## src/rtl/boot_pkg.sv

```systemverilog
// Shared definitions for the instruction-memory boot loader: frame field
// widths and the loader state encoding.
`timescale 1ns/1ps
package boot_pkg;

    localparam int CNT_W  = 16;
    localparam int BYTE_W = 8;
    localparam int WORD_W = 32;

    typedef enum logic [2:0] {
        HDR0 = 3'd0,
        HDR1 = 3'd1,
        DATA = 3'd2,
        CSUM = 3'd3,
        DONE = 3'd4,
        ERR  = 3'd5
    } boot_state_e;

endpackage

```

## src/rtl/imem_boot_loader_if.sv

```systemverilog
// Byte-stream input and instmem write port of the boot loader.
// master = stream source / memory observer, slave = the loader itself.
`timescale 1ns/1ps
interface imem_boot_loader_if;
    import boot_pkg::*;

    logic              in_valid;
    logic [BYTE_W-1:0] in_data;
    logic              in_ready;
    logic              imem_we;
    logic [WORD_W-1:0] imem_addr;
    logic [WORD_W-1:0] imem_wdata;

    modport master (
        output in_valid, in_data,
        input  in_ready, imem_we, imem_addr, imem_wdata
    );

    modport slave (
        input  in_valid, in_data,
        output in_ready, imem_we, imem_addr, imem_wdata
    );

endinterface

```

## src/rtl/boot_word_asm.sv

```systemverilog
// Assembles little-endian 32-bit words from accepted stream bytes.
// word_valid/word are presented combinationally on the 4th byte so the
// parent can register the instmem write in the following cycle.
`timescale 1ns/1ps
module boot_word_asm
    import boot_pkg::*;
(
    input  logic              clk,
    input  logic              reset,
    input  logic              clear,
    input  logic              byte_en,
    input  logic [BYTE_W-1:0] byte_in,
    output logic              word_valid,
    output logic [WORD_W-1:0] word
);

    logic [1:0]        byte_cnt;
    logic [WORD_W-1:0] shreg;

    // Count bytes within a word and shift them in from the top, so the first byte lands in [7:0].
    always_ff @(posedge clk or negedge reset) begin
        if (!reset) begin
            byte_cnt <= '0;
            shreg    <= '0;
        end else if (clear) begin
            byte_cnt <= '0;
            shreg    <= '0;
        end else if (byte_en) begin
            byte_cnt <= byte_cnt + 2'd1;
            shreg    <= {byte_in, shreg[WORD_W-1:BYTE_W]};
        end
    end

    assign word_valid = byte_en && (byte_cnt == 2'd3);
    assign word       = {byte_in, shreg[WORD_W-1:BYTE_W]};

endmodule

```

## src/rtl/imem_boot_loader.sv

```systemverilog
// Boot loader: receives a framed image (count, words, XOR checksum), writes
// it into instmem and releases the core only after a valid checksum.
`timescale 1ns/1ps
module imem_boot_loader
    import boot_pkg::*;
#(
    parameter int          IMEM_WORDS     = 64,
    parameter logic [31:0] BASE_ADDR      = 32'h0,
    parameter int          TIMEOUT_CYCLES = 100000
) (
    input  logic                 clk,
    input  logic                 reset,
    input  logic                 start,
    imem_boot_loader_if.slave    bus,
    output logic                 cpu_hold,
    output logic                 done,
    output logic                 error
);

    // The idle counter must be able to hold TIMEOUT_CYCLES itself (saturation value).
    localparam int IDLE_W = (TIMEOUT_CYCLES < 2) ? 1 : $clog2(TIMEOUT_CYCLES + 1);
    localparam logic [IDLE_W-1:0] IDLE_LAST = IDLE_W'((TIMEOUT_CYCLES > 0) ? TIMEOUT_CYCLES - 1 : 0);
    localparam logic [IDLE_W-1:0] IDLE_MAX  = IDLE_W'(TIMEOUT_CYCLES);
    localparam logic [CNT_W-1:0]  MAX_WORDS = CNT_W'(IMEM_WORDS);

    boot_state_e       state;
    logic [BYTE_W-1:0] cnt_l;
    logic [CNT_W-1:0]  word_cnt;
    logic [CNT_W-1:0]  word_idx;
    logic [BYTE_W-1:0] xor_acc;
    logic [IDLE_W-1:0] idle;

    logic              accept;
    logic              rearm;
    logic              idle_state;
    logic              timeout_hit;
    logic              go_err;
    logic [CNT_W-1:0]  hdr_count;
    logic              word_valid;
    logic [WORD_W-1:0] word;

    assign accept      = bus.in_valid && bus.in_ready;
    assign rearm       = start && (state == DONE || state == ERR);
    assign idle_state  = (state == HDR1) || (state == DATA) || (state == CSUM);
    assign timeout_hit = (TIMEOUT_CYCLES != 0) && idle_state && !accept && (idle == IDLE_LAST);
    assign hdr_count   = {bus.in_data, cnt_l};
    assign go_err      = timeout_hit
                       || (state == HDR1 && accept && hdr_count > MAX_WORDS)
                       || (state == CSUM && accept && bus.in_data != xor_acc);

    boot_word_asm u_word_asm (
        .clk        (clk),
        .reset      (reset),
        .clear      (rearm),
        .byte_en    (accept && state == DATA),
        .byte_in    (bus.in_data),
        .word_valid (word_valid),
        .word       (word)
    );

    // Loader FSM with word index, running XOR, idle counter and registered outputs.
    always_ff @(posedge clk or negedge reset) begin
        if (!reset) begin
            state          <= HDR0;
            bus.in_ready   <= 1'b0;
            bus.imem_we    <= 1'b0;
            bus.imem_addr  <= BASE_ADDR;
            bus.imem_wdata <= '0;
            cpu_hold       <= 1'b1;
            done           <= 1'b0;
            error          <= 1'b0;
            cnt_l          <= '0;
            word_cnt       <= '0;
            word_idx       <= '0;
            xor_acc        <= '0;
            idle           <= '0;
        end else begin
            bus.imem_we  <= 1'b0;
            bus.in_ready <= (state != DONE) && (state != ERR);

            if (accept) begin
                idle <= '0;
            end else if (idle_state && idle != IDLE_MAX) begin
                idle <= idle + 1'b1;
            end

            if (accept && state != CSUM) begin
                xor_acc <= xor_acc ^ bus.in_data;
            end

            if (word_valid) begin
                bus.imem_we    <= 1'b1;
                bus.imem_wdata <= word;
                bus.imem_addr  <= BASE_ADDR + 32'({word_idx, 2'b00});
                word_idx       <= word_idx + 1'b1;
            end

            if (go_err) begin
                state        <= ERR;
                error        <= 1'b1;
                cpu_hold     <= 1'b1;
                bus.in_ready <= 1'b0;
            end else begin
                case (state)
                    HDR0: if (accept) begin
                        cnt_l <= bus.in_data;
                        state <= HDR1;
                    end
                    HDR1: if (accept) begin
                        word_cnt <= hdr_count;
                        state    <= (hdr_count == '0) ? CSUM : DATA;
                    end
                    DATA: if (word_valid && word_idx == word_cnt - 1'b1) begin
                        state <= CSUM;
                    end
                    CSUM: if (accept) begin
                        state        <= DONE;
                        done         <= 1'b1;
                        cpu_hold     <= 1'b0;
                        bus.in_ready <= 1'b0;
                    end
                    DONE, ERR: if (start) begin
                        state        <= HDR0;
                        cpu_hold     <= 1'b1;
                        done         <= 1'b0;
                        error        <= 1'b0;
                        word_idx     <= '0;
                        xor_acc      <= '0;
                        idle         <= '0;
                        bus.in_ready <= 1'b1;
                    end
                    default: state <= HDR0;
                endcase
            end
        end
    end

endmodule

```

## src/flat_wrapper.sv

```systemverilog
// flat-port wrapper written by rule: the top's interface ports become plain ports
module imem_boot_loader_flat import boot_pkg::*;
#(
    parameter int          IMEM_WORDS     = 64,
    parameter logic [31:0] BASE_ADDR      = 32'h0,
    parameter int          TIMEOUT_CYCLES = 100000
)
  (clk, reset, start, cpu_hold, done, error, bus_in_valid, bus_in_data, bus_in_ready, bus_imem_we, bus_imem_addr, bus_imem_wdata);
  imem_boot_loader_if bus_i ();
  input  logic clk;
  input  logic reset;
  input  logic start;
  output logic cpu_hold;
  output logic done;
  output logic error;
  input wire logic [$bits(bus_i.in_valid)-1:0] bus_in_valid;
  input wire logic [$bits(bus_i.in_data)-1:0] bus_in_data;
  output wire logic [$bits(bus_i.in_ready)-1:0] bus_in_ready;
  output wire logic [$bits(bus_i.imem_we)-1:0] bus_imem_we;
  output wire logic [$bits(bus_i.imem_addr)-1:0] bus_imem_addr;
  output wire logic [$bits(bus_i.imem_wdata)-1:0] bus_imem_wdata;
  assign bus_i.in_valid = bus_in_valid;
  assign bus_i.in_data = bus_in_data;
  assign bus_in_ready = bus_i.in_ready;
  assign bus_imem_we = bus_i.imem_we;
  assign bus_imem_addr = bus_i.imem_addr;
  assign bus_imem_wdata = bus_i.imem_wdata;
  imem_boot_loader #(.IMEM_WORDS(IMEM_WORDS), .BASE_ADDR(BASE_ADDR), .TIMEOUT_CYCLES(TIMEOUT_CYCLES)) u_core (.clk(clk), .reset(reset), .start(start), .bus(bus_i), .cpu_hold(cpu_hold), .done(done), .error(error));
endmodule
```

## config.mk

```make
export PLATFORM = sky130hd
export DESIGN_NAME = imem_boot_loader_flat
export DESIGN_NICKNAME = d
export VERILOG_FILES = /design/src/rtl/boot_pkg.sv /design/src/rtl/imem_boot_loader_if.sv /design/src/rtl/boot_word_asm.sv /design/src/rtl/imem_boot_loader.sv /design/src/flat_wrapper.sv
export SDC_FILE = /design/constraint.sdc
export NUM_CORES = 1
export LEC_CHECK = 0
export BUFFER_PORTS_ARGS = -buffer_cell sky130_fd_sc_hd__buf_2
export CAP_MARGIN = 20
export CORE_MARGIN = 2
export CORE_UTILIZATION = 40
export CTS_CLUSTER_DIAMETER = 30
export DETAILED_ROUTE_END_ITERATION = 6
export PLACE_DENSITY = 0.56
export RECOVER_POWER = 50
export SKIP_CTS_REPAIR_TIMING = 1
export SLEW_MARGIN = 20
export SYNTH_ARGS = -nofsm -noshare
export SYNTH_HDL_FRONTEND = slang
export SYNTH_SLANG_ARGS = --single-unit
```

## constraint.sdc

```tcl
create_clock -name clk -period 2.6 [get_ports clk]
set_clock_uncertainty 0.2 [all_clocks]
set_input_delay 0.26 -clock clk [delete_from_list [all_inputs] [get_ports clk]]
set_output_delay 0.26 -clock clk [all_outputs]
set_load 0.01 [all_outputs]
```

Word level (Yosys, flattened, before mapping)

Cells that the tools add are included.
Widths: inputs -> output; s select.

Output and inout port bits: 69
Bits in registers: 155

Equal/unequal tests: 20
Reduce and logical (&&, ||, !) cells: 34
Muxes and demuxes: 39
Add/sub/neg operators: 4
Bitwise gates (word level): 2
Magnitude comparators: 1

Operators by type and width:

| cell                  | count |
|---|---|
| $mux 17               | 5 |
| $mux 16               | 4 |
| $mux 32               | 2 |
| $mux 8                | 4 |
| $mux 3                | 6 |
| $add 17x1->17 const B | 1 |
| $eq 17x17->1 const B  | 1 |
| $ne 17x17->1 const B  | 1 |
| $add 16x1->16 const B | 1 |
| $eq 16x16->1          | 1 |
| $gt 16x7->1 const B   | 1 |
| $logic_not 16->1      | 1 |
| $sub 16x1->16 const B | 1 |
| $pmux 3 s5            | 1 |
| $logic_and 1x1->1     | 14 |
| $mux 1                | 12 |
| $ne 3x1->1 const B    | 3 |
| $ne 3x2->1 const B    | 3 |
| $reduce_and 3->1      | 3 |
| $ne 8x8->1            | 1 |
| $reduce_bool 2->1     | 4 |
| $xor 8x8->8           | 1 |
| $eq 3x2->1 const B    | 2 |
| $eq 3x3->1 const B    | 2 |
| 17 further kinds      | 25 |

Longest topological paths before layout

Gate-level depths: netlist (run 1).

Depth in word-level cells: 9
Depth in mapped cells: 8

By module

Synthesis (run 1) repeated with hierarchy kept, for this count alone.

Cell total of the unflattened synthesis: 609
Area total of the unflattened synthesis: 6957.9 um2

Modules (own cells, without submodules):

| module           | cells an instance | seq. area each (um2) | area each (um2) | instances |
|---|---|---|---|---|
| imem_boot_loader | 515               | 3029.2               | 5803.1          | 1 |
| boot_word_asm    | 94                | 650.6                | 1154.9          | 1 |

Least setup slack after synthesis (run 1)

Ideal clock, no wire load.

Kind: flip-flop to flip-flop
From: register u_core.word_cnt[7]
To: register u_core.state[0]
Arrival time: 1.989 ns
Buffers on the path: 0
Data required time: 2.308 ns
Stages on the path, launching flop included: 7
Period minus slack after synthesis: 2.281 ns
Library setup time: 0.092 ns
Slack: 0.319 ns
Cells stage by stage: dfrtp_1 -> or4_4 -> or4_4 -> nor3_2 -> xnor2_1 -> nand3_1 -> o31ai_2

Cells in the longest elaborated chain, start to end: 5

Ends and longest elaborated chain:

| item                              | RTL line                | source |
|---|---|---|
| start: declaration                | imem_boot_loader.sv:28  | `logic [CNT_W-1:0] word_cnt;` |
| start signal: assignment          | imem_boot_loader.sv:110 | `word_cnt <= hdr_count;` |
| $sub 16x1->16                     | imem_boot_loader.sv:113 | `DATA: if (word_valid && word_idx == word_cnt - 1'b1) begin` |
| $eq 16x16->1                      | imem_boot_loader.sv:113 |  |
| $logic_and 1x1->1                 | imem_boot_loader.sv:113 |  |
| $ne 3x2->1 (no source line)       | -                       |  |
| $reduce_and 5->1 (no source line) | -                       |  |
| end signal: assignment            | imem_boot_loader.sv:111 | `state <= (hdr_count == '0) ? CSUM : DATA;` |
| end: declaration                  | imem_boot_loader.sv:26  | `boot_state_e state;` |

No other way between the ends.
A chain may end at the register's enable or synchronous reset.

Final worst setup path (run 1)

Ends and elaborated chain as after synthesis.

==> results by group, run 1 <==
Outcome
  • Status: completed

Final layout
  • Register Area: approximately 0.0037 mm^2
  • Footprint of the multi-input gates: 0.00297 mm^2
  • Layout cells sized above 1: 22.0%
  • Layout area overhead: 17.4%
  • # diodes: 0
  • Filler cells: about 1600
  • Final design utilization: 48.3%
  • Final nets: 735

Setup path
  • Reg2Reg Depth: 6
  • Critical Path Start Type: flop
  • R2R Path Start: u_core.word_cnt[7]
  • Reg-to-reg slack, setup: approximately 110 ps
  • Arrival @ worst endpoint: 2620 ps
  • CP endpoint kind: flop
  • Setup crit start: u_core.word_cnt[7]
  • CP required: around 2700 ps
  • Crit path capture: u_core.state[0]
  • Reg2reg end: u_core.state[0]
  • Crit path kind: reg -> reg
  • Crit path max fanout: 7

STA
  • Max Transition Viols Final: 0
  • F_max: approximately 0.4 GHz
  • Worst-Margin Slew: 1210 ps
  • Setup TNS: 0 ps
  • Setup-failing EPs final: 0
  • Crit path time final: 2490 ps
  • Final hold vios: 0
  • Worst rel slew slack: 19.6%
  • Min Hold Slack: 18.8 ps
  • Setup WS post-layout: 109 ps
  • RSZ-0062 raised after global routing: no
  • Period utilisation layout: 95.8%

Place
  • Final HPWL DP: 10.3 mm
  • GPL Wtd Cong: 0.820
  • IO buf count: 64
  • Pre-CTS setup slack: 155 ps

Synthesis
  • Cell Area, Synth: 0.00687 mm^2
  • Mapped Cells: 637
  • Most common flop cell mapped by yosys: dfrtp_1
  • Mean Syn Cell Area: 10.8 um^2
  • Seq/Total Area, Yosys: 53.6%
  • Post-synth ARST share: 100%
  • #FFs+latches synth: 147
  • EDFF count, synth: 0
  • Synth unique cells: 56
  • Syn. warnings: 0

Detailed routing
  • Routed wire length: 14.8 mm
  • DRC Markers: 0
  • Iteration-0 DRC Markers: 274
  • Via Count: 4761
  • WL/cell: 15.6 um
  • Routed Antenna Nets: 0
  • Via density: 5.01
  • Drt pass-1 iters: 4

Power and ir drop
  • P_int: 4.88 mW
  • Power share of the sequential group: roughly 43%
  • Peak supply drop: 0.625 mV
  • P_leak: 3.91 nW
  • Clock network fraction of total power: 36.2%
  • Combinational power share: 20.8%
  • Switch Pwr: around 2.1 mW
  • Power per cell area: roughly 860 mW/mm^2
  • Switching Fraction: 29.6%
  • Total power: 6.94 mW

Floorplanning
  • Initial Utilization: 41.1%
  • Die area: 0.0182 mm^2
  • FP Rows: 47
  • Core ar.: 0.0167 mm^2
  • Die height: 135 um
  • Die X-Extent: 135 um
  • I/O pins: slightly above 80

Clocking
  • Worst-case clock buffer depth: 2
  • Worst-Skew Late Latency: 420 ps
  • Clock sink count: between 100 and 150
  • Root Driver: clkbuf_16
  • H-tree lvl count: 4
  • CTS tree: done
  • Clk pin slew, worst setup/hold paths: 60 ps
  • Num CTS Buffers: 17

Global routing
  • Pin count of the biggest net entering global routing: 63
  • Vias in the first global route: 4722
  • Grt ovf: 0
  • GRT Util Overall: 17.4%
  • Initial antenna violation count: 0
  • Global-route wire length before repair: 25.0 mm

Worst hold path
  • Hold Path Class: in -> reg
  • WHS Path Cells: 4

Job
  • MaxCap Viol Count: 0
==> layout make-up <==
type	count	share of cell area (%)
Tap cell	220	3.41
Clock buffer	23	5.93
Multi-Input combinational cell	452	36.8
Sequential cell	147	45.6
Clock inverter	9	1.58
Timing Repair Buffer	89	6.11
Inverter	11	0.512
==> power groups by stage <==
stage,logic [mW],registers (mW),clock network [mW]
2_1_floorplan,1.11,2.92,0
3_3_place_gp,1.41,3.00,0
3_5_place_dp,1.44,3.02,0
4_1_cts,1.46,2.98,2.57
5_1_grt,1.62,3.03,2.67
6_report,1.44,2.98,2.51
==> routing by layer <==
layer  global-route usage [%]  wire, um
met5                        0         0
met4                     6.02       185
met3                     4.35       565
met2                     26.6      6840
met1                     24.2      7250
==> cell usage after synthesis (2+ instances only) <==
cell type | number | area share [%]
nand2b_1 | 2 | 0.18
a31oi_1 | 2 | 0.18
o32ai_1 | 2 | 0.25
nor4b_1 | 2 | 0.25
buf_2 | 8 | 0.58
buf_6 | 2 | 0.33
mux2_4 | 5 | 1.1
o21ai_0 | 12 | 0.87
buf_4 | 16 | 1.7
nand2_1 | 84 | 4.6
xnor2_1 | 35 | 4.5
or3_1 | 5 | 0.46
nand3_1 | 37 | 2.7
and4_1 | 3 | 0.38
nor3b_1 | 3 | 0.33
nor2b_1 | 11 | 1.0
clkbuf_1 | 16 | 0.87
nor2_1 | 61 | 3.3
nor3_1 | 13 | 0.95
a21oi_1 | 11 | 0.80
ha_1 | 5 | 0.91
or4_4 | 3 | 0.49
nand3b_1 | 2 | 0.22
mux2_2 | 56 | 9.2
nor3_2 | 2 | 0.29
xor2_1 | 30 | 3.8
nor4_1 | 3 | 0.27
and2_1 | 4 | 0.36
dfrtp_1 | 146 | 53
mux2i_1 | 2 | 0.29
nand4_1 | 11 | 1.0
o21ai_1 | 3 | 0.22
inv_1 | 11 | 0.60
and3_1 | 7 | 0.64
==> worst max-delay path: stages, from the launching register on <==
cell and delay, ps:
dfrtp_1 440, or4_4 570, or4_4 440, nor3_2 190
xnor2_1 160, nand3_1 140, o31ai_2 260
==> cell families after synthesis <==
kind of cell    count (synthesis)  share of synthesized area [%]
fa+ha+maj                       5                          0.910
other cells                     1                         0.0546
xor+xnor                       65                           8.28
mux                            63                           10.6
flops                         147                           53.6
buf+inv                        53                           4.13
compound gates                 41                           3.79
simple gates                  262                           18.7
==> flip-flops by register name (all words and copies together), names as in the netlist <==
signal / cells
u_core.bus.imem_addr: 16
u_core.bus.imem_wdata: 32
u_core.bus.imem_we: 1
u_core.bus.in_ready: 1
u_core.cnt_l: 8
u_core.cpu_hold: 1
u_core.done: 1
u_core.error: 1
u_core.idle: 17
u_core.state: 3
u_core.u_word_asm.byte_cnt: 2
u_core.u_word_asm.shreg: 24
u_core.word_cnt: 16
u_core.word_idx: 16
u_core.xor_acc: 8
==> placed cells by master (no fill, tap or decap), types with 8 or more instances in the layout <==
| master | count |
|---|---|
| nor2b_1 | 11 |
| buf_4 | 16 |
| nor2_1 | 61 |
| dlygate4sd3_1 | 8 |
| dfrtp_1 | 146 |
| clkbuf_1 | 29 |
| buf_2 | 37 |
| xnor2_1 | 35 |
| nand4_1 | 11 |
| inv_1 | 11 |
| mux2_2 | 56 |
| o21ai_0 | 12 |
| nand2_1 | 84 |
| xor2_1 | 30 |
| nor3_1 | 13 |
| nand3_1 | 37 |
| conb_1 | 16 |
| clkbuf_16 | 17 |
| a21oi_1 | 11 |
==> how the worst min path moves through the flow <==
stage	start	slack, ps	end
after CTS	reset	-420	u_core.bus.imem_addr[9]
after global placement	reset	30	u_core.bus.imem_addr[9]
after detailed placement	reset	30	u_core.bus.imem_addr[9]
after floorplan	reset	-240	u_core.bus.imem_addr[10]
after global routing	bus_in_data[1]	40	u_core.u_word_asm.shreg[25]
final	bus_in_data[1]	20	u_core.u_word_asm.shreg[25]
==> stage by stage <==
step | cell area (um^2) | instances
after floorplan | 6930 | 652
after global placement | 7430 | 911
after detailed placement | 7430 | 911
after CTS | 8040 | 943
after global routing | 8070 | 951
final | 8070 | 951
(Power assumes the default switching activity.)
==> run 2, diff against run 1 <==
--- a/config.mk
+++ b/config.mk
@@ -12,7 +12,6 @@
 export CTS_CLUSTER_DIAMETER = 30
 export DETAILED_ROUTE_END_ITERATION = 6
 export PLACE_DENSITY = 0.56
-export RECOVER_POWER = 50
 export SKIP_CTS_REPAIR_TIMING = 1
 export SLEW_MARGIN = 20
 export SYNTH_ARGS = -nofsm -noshare
==> run 2 against run 1 <==
Sequential share of layout area shrank 0.30 points. Die area is the same. Via count grew 0.59%. First-iteration DRC count shrank 2.9%. Non-clock buffer count is the same. Flip-flop and latch count is the same. Cell count is the same. Cell area grew 0.67%. Global-route usage is the same. Sequential power is essentially flat. Critical path type unchanged. Largest cell class unchanged.
==> results by group, run 2 (synthesized netlist as in run 1, its figures left out) <==
Floorplanning
  • Die area: 0.0182 mm^2 (unchanged)
  • Die X-Extent: 135 um (unchanged)
  • I/O pins: 81 (unchanged)
  • Die height: 135 um (unchanged)
  • Core ar.: 0.0167 mm^2 (unchanged)
  • Initial Utilization: 41.1% (unchanged)
  • FP Rows: 47 (unchanged)

STA
  • Min Hold Slack: 21.3 ps (was 18.8 ps)
  • Max Transition Viols Final: 0 (unchanged)
  • Worst-Margin Slew: 910 ps (was 1210 ps)
  • Setup WS post-layout: 109 ps (about the same)
  • Period utilisation layout: 95.8% (about the same)
  • F_max: 0.401 GHz (about the same)
  • Final hold vios: 0 (unchanged)
  • Worst rel slew slack: 39.0% (was 19.6%)
  • Setup TNS: 0 ps (unchanged)
  • Setup-failing EPs final: 0 (unchanged)
  • Crit path time final: 2490 ps (about the same)
  • RSZ-0062 raised after global routing: no (unchanged)

Setup path
  • CP required: 2730 ps (about the same)
  • Arrival @ worst endpoint: 2620 ps (about the same)
  • Crit path kind: reg -> reg (unchanged)
  • R2R Path Start: u_core.word_cnt[7] (unchanged)
  • Crit path max fanout: 7 (unchanged)
  • Most frequent cell on the critical path: or4_4 (unchanged)
  • Slowest stage delay, CP: 570 ps (about the same)
  • CP endpoint kind: flop (unchanged)
  • Critical Path Start Type: flop (unchanged)
  • CP max-delay cell: or4_4 (unchanged)
  • Reg-to-reg slack, setup: 110 ps (about the same)
  • Reg2reg end: u_core.state[0] (unchanged)
  • Worst-path cell chain: or4_4, or4_4, nor3_2, xnor2_1, nand3_1, o31ai_2 (unchanged)
  • Reg2Reg Depth: 6 (unchanged)

Final layout
  • Biggest regs: u_core.bus.imem_wdata (32), u_core.u_word_asm.shreg (24), u_core.idle (17) (unchanged)
  • Final nets: 735 (unchanged)
  • Most common cell after layout, fill and taps aside: dfrtp_1 (unchanged)
  • Max reg flops: 32 (unchanged)
  • Most flop-heavy register: u_core.bus.imem_wdata (unchanged)
  • Layout area overhead: 18.2% (was 17.4%)
  • Final Non-Filler Cells: 951 (unchanged)
  • Layout cells sized above 1: 25.6% (was 22.0%)
  • Final instance area: 0.00812 mm^2 (was 0.00807 mm^2)
  • # diodes: 0 (unchanged)
  • Commonest cells after routing, fill and taps aside: 146 x dfrtp_1, 84 x nand2_1, 63 x buf_2 (was 146 x dfrtp_1, 84 x nand2_1, 61 x nor2_1)

Detailed routing
  • Routed wire length: 14.8 mm (about the same)
  • Via density: 5.04 (was 5.01)
  • Drt pass-1 iters: 4 (unchanged)
  • Iteration-0 DRC Markers: 266 (was 274)
  • DRC Markers: 0 (unchanged)
  • WL/cell: 15.6 um (about the same)
  • Via Count: 4789 (was 4761)
  • Routed Antenna Nets: 0 (unchanged)

Clocking
  • Root Driver: clkbuf_16 (unchanged)
  • Num CTS Buffers: 17 (unchanged)
  • Worst-Skew Late Latency: 420 ps (about the same)
  • CTS tree: done (unchanged)
  • Clk pin slew, worst setup/hold paths: 60 ps (about the same)
  • Worst-case clock buffer depth: 2 (unchanged)
  • Clock sink count: 147 (unchanged)
  • H-tree lvl count: 4 (unchanged)

Place
  • Placed Instances: 911 (unchanged)
  • Placed cell area: 0.00743 mm^2 (unchanged)
  • GPL Wtd Cong: 0.820 (unchanged)
  • IO buf count: 64 (unchanged)
  • Pre-CTS setup slack: 155 ps (unchanged)
  • Final HPWL DP: 10.3 mm (unchanged)

Power and ir drop
  • Power per cell area: 856 mW/mm^2 (was 861 mW/mm^2)
  • Peak supply drop: 0.632 mV (was 0.625 mV)
  • P_leak: 4.03 nW (was 3.91 nW)

Global routing
  • Global-route wire length before repair: 25.0 mm (unchanged)
  • Grt ovf: 0 (unchanged)
  • GRT Util Overall: 17.4% (unchanged)
  • Initial antenna violation count: 0 (unchanged)
  • Vias in the first global route: 4722 (unchanged)
  • Pin count of the biggest net entering global routing: 63 (unchanged)

Worst hold path
  • Critical hold path startpoint: bus_in_data[1] (unchanged)
  • WHS Path Cells: 4 (unchanged)
  • Hold Path Class: in -> reg (unchanged)
  • Hold EP: u_core.u_word_asm.shreg[25] (unchanged)

Job
  • MaxCap Viol Count: 0 (unchanged)

Outcome
  • Status: completed (unchanged)
run 2: cell types whose count changed in the layout (fill, tap and decap cells not counted), sizes merged:
cell    before  now
clkbuf      51   23
buf         53   81
run 2: critical path, delay by kind of cell (launching register included):
family	cells	cell delay, ps
AOI/OAI and AO/OA	1	260
xor gates and xnor gates	1	160
DFF	1	440
and+or+nand+nor	4	1340
run 2: layer usage:
| layer | share of wire [%] | up-vias | GRT usage, % |
|---|---|---|---|
| li1 | - | 2304 | - |
| met1 | 48 | 2375 | 24.2 |
| met2 | 46 | 94 | 26.6 |
| met3 | 4.3 | 16 | 4.35 |
| met4 | 1.4 | 0 | 6.02 |
| met5 | 0 | - | 0 |
run 2: area by class of cell:
class / count / area, um^2
sequential: 147 / 3680
inverter: 11 / 41.3
fill: 1578 / 8580
multi-input combinational: 452 / 2970
timing repair buffer: 89 / 547
clock inverter: 9 / 128
tap: 220 / 275
clock buffer: 23 / 478
run 2: worst max path at each step:
| stage | from | end | slack, ps |
|---|---|---|---|
| 6_report | u_core.word_cnt[7] | u_core.state[0] | 110 |
| 2_1_floorplan | u_core.word_cnt[7] | u_core.state[0] | 320 |
| 4_1_cts | u_core.word_cnt[7] | u_core.state[0] | 120 |
| 5_1_grt | bus_in_data[4] | u_core.word_cnt[12] | 20 |
| 3_5_place_dp | u_core.word_cnt[4] | u_core.state[0] | 150 |
| 3_3_place_gp | u_core.word_cnt[7] | u_core.state[0] | 240 |
run 2: per-stage QoR:
step / total power [mW] / utilization, %
6_report: 6.95 / 48.6
3_5_place_dp: 4.46 / 44.5
2_1_floorplan: 4.03 / -
5_1_grt: 7.34 / 48.6
3_3_place_gp: 4.41 / 44.5
4_1_cts: 7.01 / 48.1
run 2: power by group:
part	total, mW	internal, mW	switching (mW)
Sequential	2.98	2.65	0.338
Clock	2.51	1.58	0.931
Combinational	1.45	0.661	0.788
==> run 3, diff against run 2 <==
--- a/config.mk
+++ b/config.mk
@@ -7,6 +7,7 @@
 export LEC_CHECK = 0
 export BUFFER_PORTS_ARGS = -buffer_cell sky130_fd_sc_hd__buf_2
 export CAP_MARGIN = 20
+export CORE_ASPECT_RATIO = 0.8
 export CORE_MARGIN = 2
 export CORE_UTILIZATION = 40
 export CTS_CLUSTER_DIAMETER = 30
==> run 3 against run 2 <==
Cell count up 0.11%. Critical path depth is 1 higher. Largest cell class unchanged. Count of clock-buffer cells in the layout is the same. Largest power group unchanged. Clock power up 3%. Non-clock buffer count is 1 higher. Fmax rose by 1.3%. Highest routed layer unchanged.
==> results by group, run 3 (synthesized netlist as in run 1, its figures left out) <==
Outcome
  • Status: completed (unchanged)

Detailed routing
  • Routed wire length: 14.5 mm (was 14.8 mm)
  • Drt pass-1 iters: 4 (unchanged)
  • Via density: 4.98 (was 5.04)
  • Iteration-0 DRC Markers: 309 (was 266)
  • Routed Antenna Nets: 0 (unchanged)
  • WL/cell: 15.3 um (was 15.6 um)
  • Via Count: 4737 (was 4789)
  • DRC Markers: 0 (unchanged)

Final layout
  • Most flop-heavy register: u_core.bus.imem_wdata (unchanged)
  • Layout cells sized above 1: 25.8% (was 25.6%)
  • Biggest regs: u_core.bus.imem_wdata (32), u_core.u_word_asm.shreg (24), u_core.idle (17) (unchanged)
  • Final nets: 736 (was 735)
  • Final instance area: 0.00816 mm^2 (was 0.00812 mm^2)
  • Most common cell after layout, fill and taps aside: dfrtp_1 (unchanged)
  • Layout area overhead: 18.8% (was 18.2%)
  • Commonest cells after routing, fill and taps aside: 146 x dfrtp_1, 84 x nand2_1, 63 x buf_2 (unchanged)
  • # diodes: 0 (unchanged)
  • Max reg flops: 32 (unchanged)
  • Final Non-Filler Cells: 952 (was 951)

Floorplanning
  • Die area: 0.0183 mm^2 (was 0.0182 mm^2)
  • Die X-Extent: 151 um (was 135 um)
  • I/O pins: 81 (unchanged)
  • FP Rows: 42 (was 47)
  • Initial Utilization: 41.2% (was 41.1%)
  • Die height: 121 um (was 135 um)
  • Core ar.: 0.0167 mm^2 (about the same)

Global routing
  • GRT Util Overall: 17.3% (was 17.4%)
  • Global-route wire length before repair: 24.2 mm (was 25.0 mm)
  • Initial antenna violation count: 0 (unchanged)
  • Grt ovf: 0 (unchanged)
  • Vias in the first global route: 4599 (was 4722)
  • Pin count of the biggest net entering global routing: 66 (was 63)

STA
  • Final hold vios: 0 (unchanged)
  • RSZ-0062 raised after global routing: no (unchanged)
  • Period utilisation layout: 94.6% (was 95.8%)
  • Crit path time final: 2460 ps (was 2490 ps)
  • Setup TNS: 0 ps (unchanged)
  • Worst-Margin Slew: 623 ps (was 910 ps)
  • Worst rel slew slack: 58.4% (was 39.0%)
  • F_max: 0.407 GHz (was 0.401 GHz)
  • Setup-failing EPs final: 0 (unchanged)
  • Max Transition Viols Final: 0 (unchanged)

Clocking
  • Num CTS Buffers: 17 (unchanged)
  • Clk pin slew, worst setup/hold paths: 60 ps (about the same)
  • CTS tree: done (unchanged)
  • Root Driver: clkbuf_16 (unchanged)
  • Worst-Skew Late Latency: 420 ps (about the same)
  • Clock sink count: 147 (unchanged)
  • H-tree lvl count: 4 (unchanged)
  • Worst-case clock buffer depth: 2 (unchanged)

Place
  • GPL Wtd Cong: 0.906 (was 0.820)
  • IO buf count: 64 (unchanged)
  • Placed cell area: 0.00746 mm^2 (was 0.00743 mm^2)
  • Placed Instances: 913 (was 911)
  • Final HPWL DP: 10.0 mm (was 10.3 mm)

Setup path
  • Critical Path Start Type: input port (was flop)
  • CP required: 2700 ps (was 2730 ps)
  • Crit path kind: in -> reg (was reg -> reg)
  • CP endpoint kind: flop (unchanged)
  • Arrival @ worst endpoint: 2560 ps (was 2620 ps)
  • Crit path max fanout: 10 (was 7)

Power and ir drop
  • Power share of the sequential group: 42.2% (was 43.0%)
  • Combinational power share: 21.0% (was 20.9%)
  • P_leak: 4.05 nW (was 4.03 nW)
  • Switch Pwr: 2.03 mW (was 2.06 mW)
  • Switching Fraction: 28.9% (was 29.6%)
  • Clock network fraction of total power: 36.8% (was 36.2%)
  • P_int: 5.01 mW (was 4.89 mW)
  • Peak supply drop: 0.547 mV (was 0.632 mV)
  • Power per cell area: 863 mW/mm^2 (was 856 mW/mm^2)
  • Total power: 7.04 mW (was 6.95 mW)

Job
  • MaxCap Viol Count: 0 (unchanged)

Worst hold path
  • Hold Path Class: in -> reg (unchanged)
==> run 3: cell count changes in the layout (fill, tap and decap cells not counted) <==
| cell | before | now |
|---|---|---|
| clkinv_2 | 4 | 3 |
| buf_4 | 16 | 17 |
| buf_12 | 1 | 2 |
| clkinvlp_4 | 0 | 1 |
| bufinv_16 | 3 | 4 |
| dlygate4sd3_1 | 8 | 7 |
| clkinv_4 | 2 | 1 |
==> run 3: layout make-up <==
| cell class | instances | area, um^2 |
|---|---|---|
| fillers | 1522 | 8500 |
| flip-flops and latches | 147 | 3680 |
| multi-input cells | 452 | 2970 |
| repair buffers | 90 | 564 |
| clock buffers | 23 | 478 |
| well taps | 220 | 275 |
| clock inverters | 9 | 151 |
| inverters | 11 | 41.3 |
==> run 3: final timing paths <==
check                                                  from                     endpoint  slack, ps  depth (start not counted)
worst max-delay path                         bus_in_data[1]           u_core.word_cnt[3]        140                          7
worst min-delay path                         bus_in_data[2]              u_core.cnt_l[2]          5                          2
worst max register to register           u_core.word_cnt[7]              u_core.state[0]        190                          6
worst min register to register  u_core.u_word_asm.shreg[10]  u_core.u_word_asm.shreg[10]        300                          2
max in group asynchronous                             reset              u_core.cpu_hold       1300                          3
min in group asynchronous                             reset     u_core.bus.imem_addr[13]        210                          2
==> run 3: power by group through the flow <==
stage	combinational, mW	sequential (mW)	clock (mW)
after floorplan	1.11	2.92	0
after global placement	1.45	2.99	0
after detailed placement	1.47	3.00	0
after CTS	1.50	2.97	2.65
after global routing	1.67	3.02	2.75
final	1.48	2.97	2.59
==> run 3: critical path, cell delays in order <==
cell,delay (ps)
dlygate4sd3_1,520
buf_2,170
nor4_1,320
nand3_1,180
o21ai_0,250
and3_1,510
mux2_4,340
==> run 3: metal layers <==
| metal | global-route usage (%) | up-vias | share of wire, % | wire length, um |
|---|---|---|---|---|
| met5 | 0 | - | 0 | 0 |
| met4 | 5.66 | 0 | 1.0 | 146 |
| met3 | 3.61 | 13 | 3.9 | 560 |
| met2 | 24.8 | 95 | 44 | 6430 |
| met1 | 25.8 | 2329 | 51 | 7390 |
| li1 | - | 2300 | - | - |
==> run 3: metrics by stage <==
stage,util [%],hold WS (ps),setup WS [ps]
6_report,49.0,5.48,140
5_1_grt,49.0,11.3,8.79
4_1_cts,48.6,-348,169
3_3_place_gp,44.8,105,190
2_1_floorplan,-,-236,319
3_5_place_dp,44.8,102,179
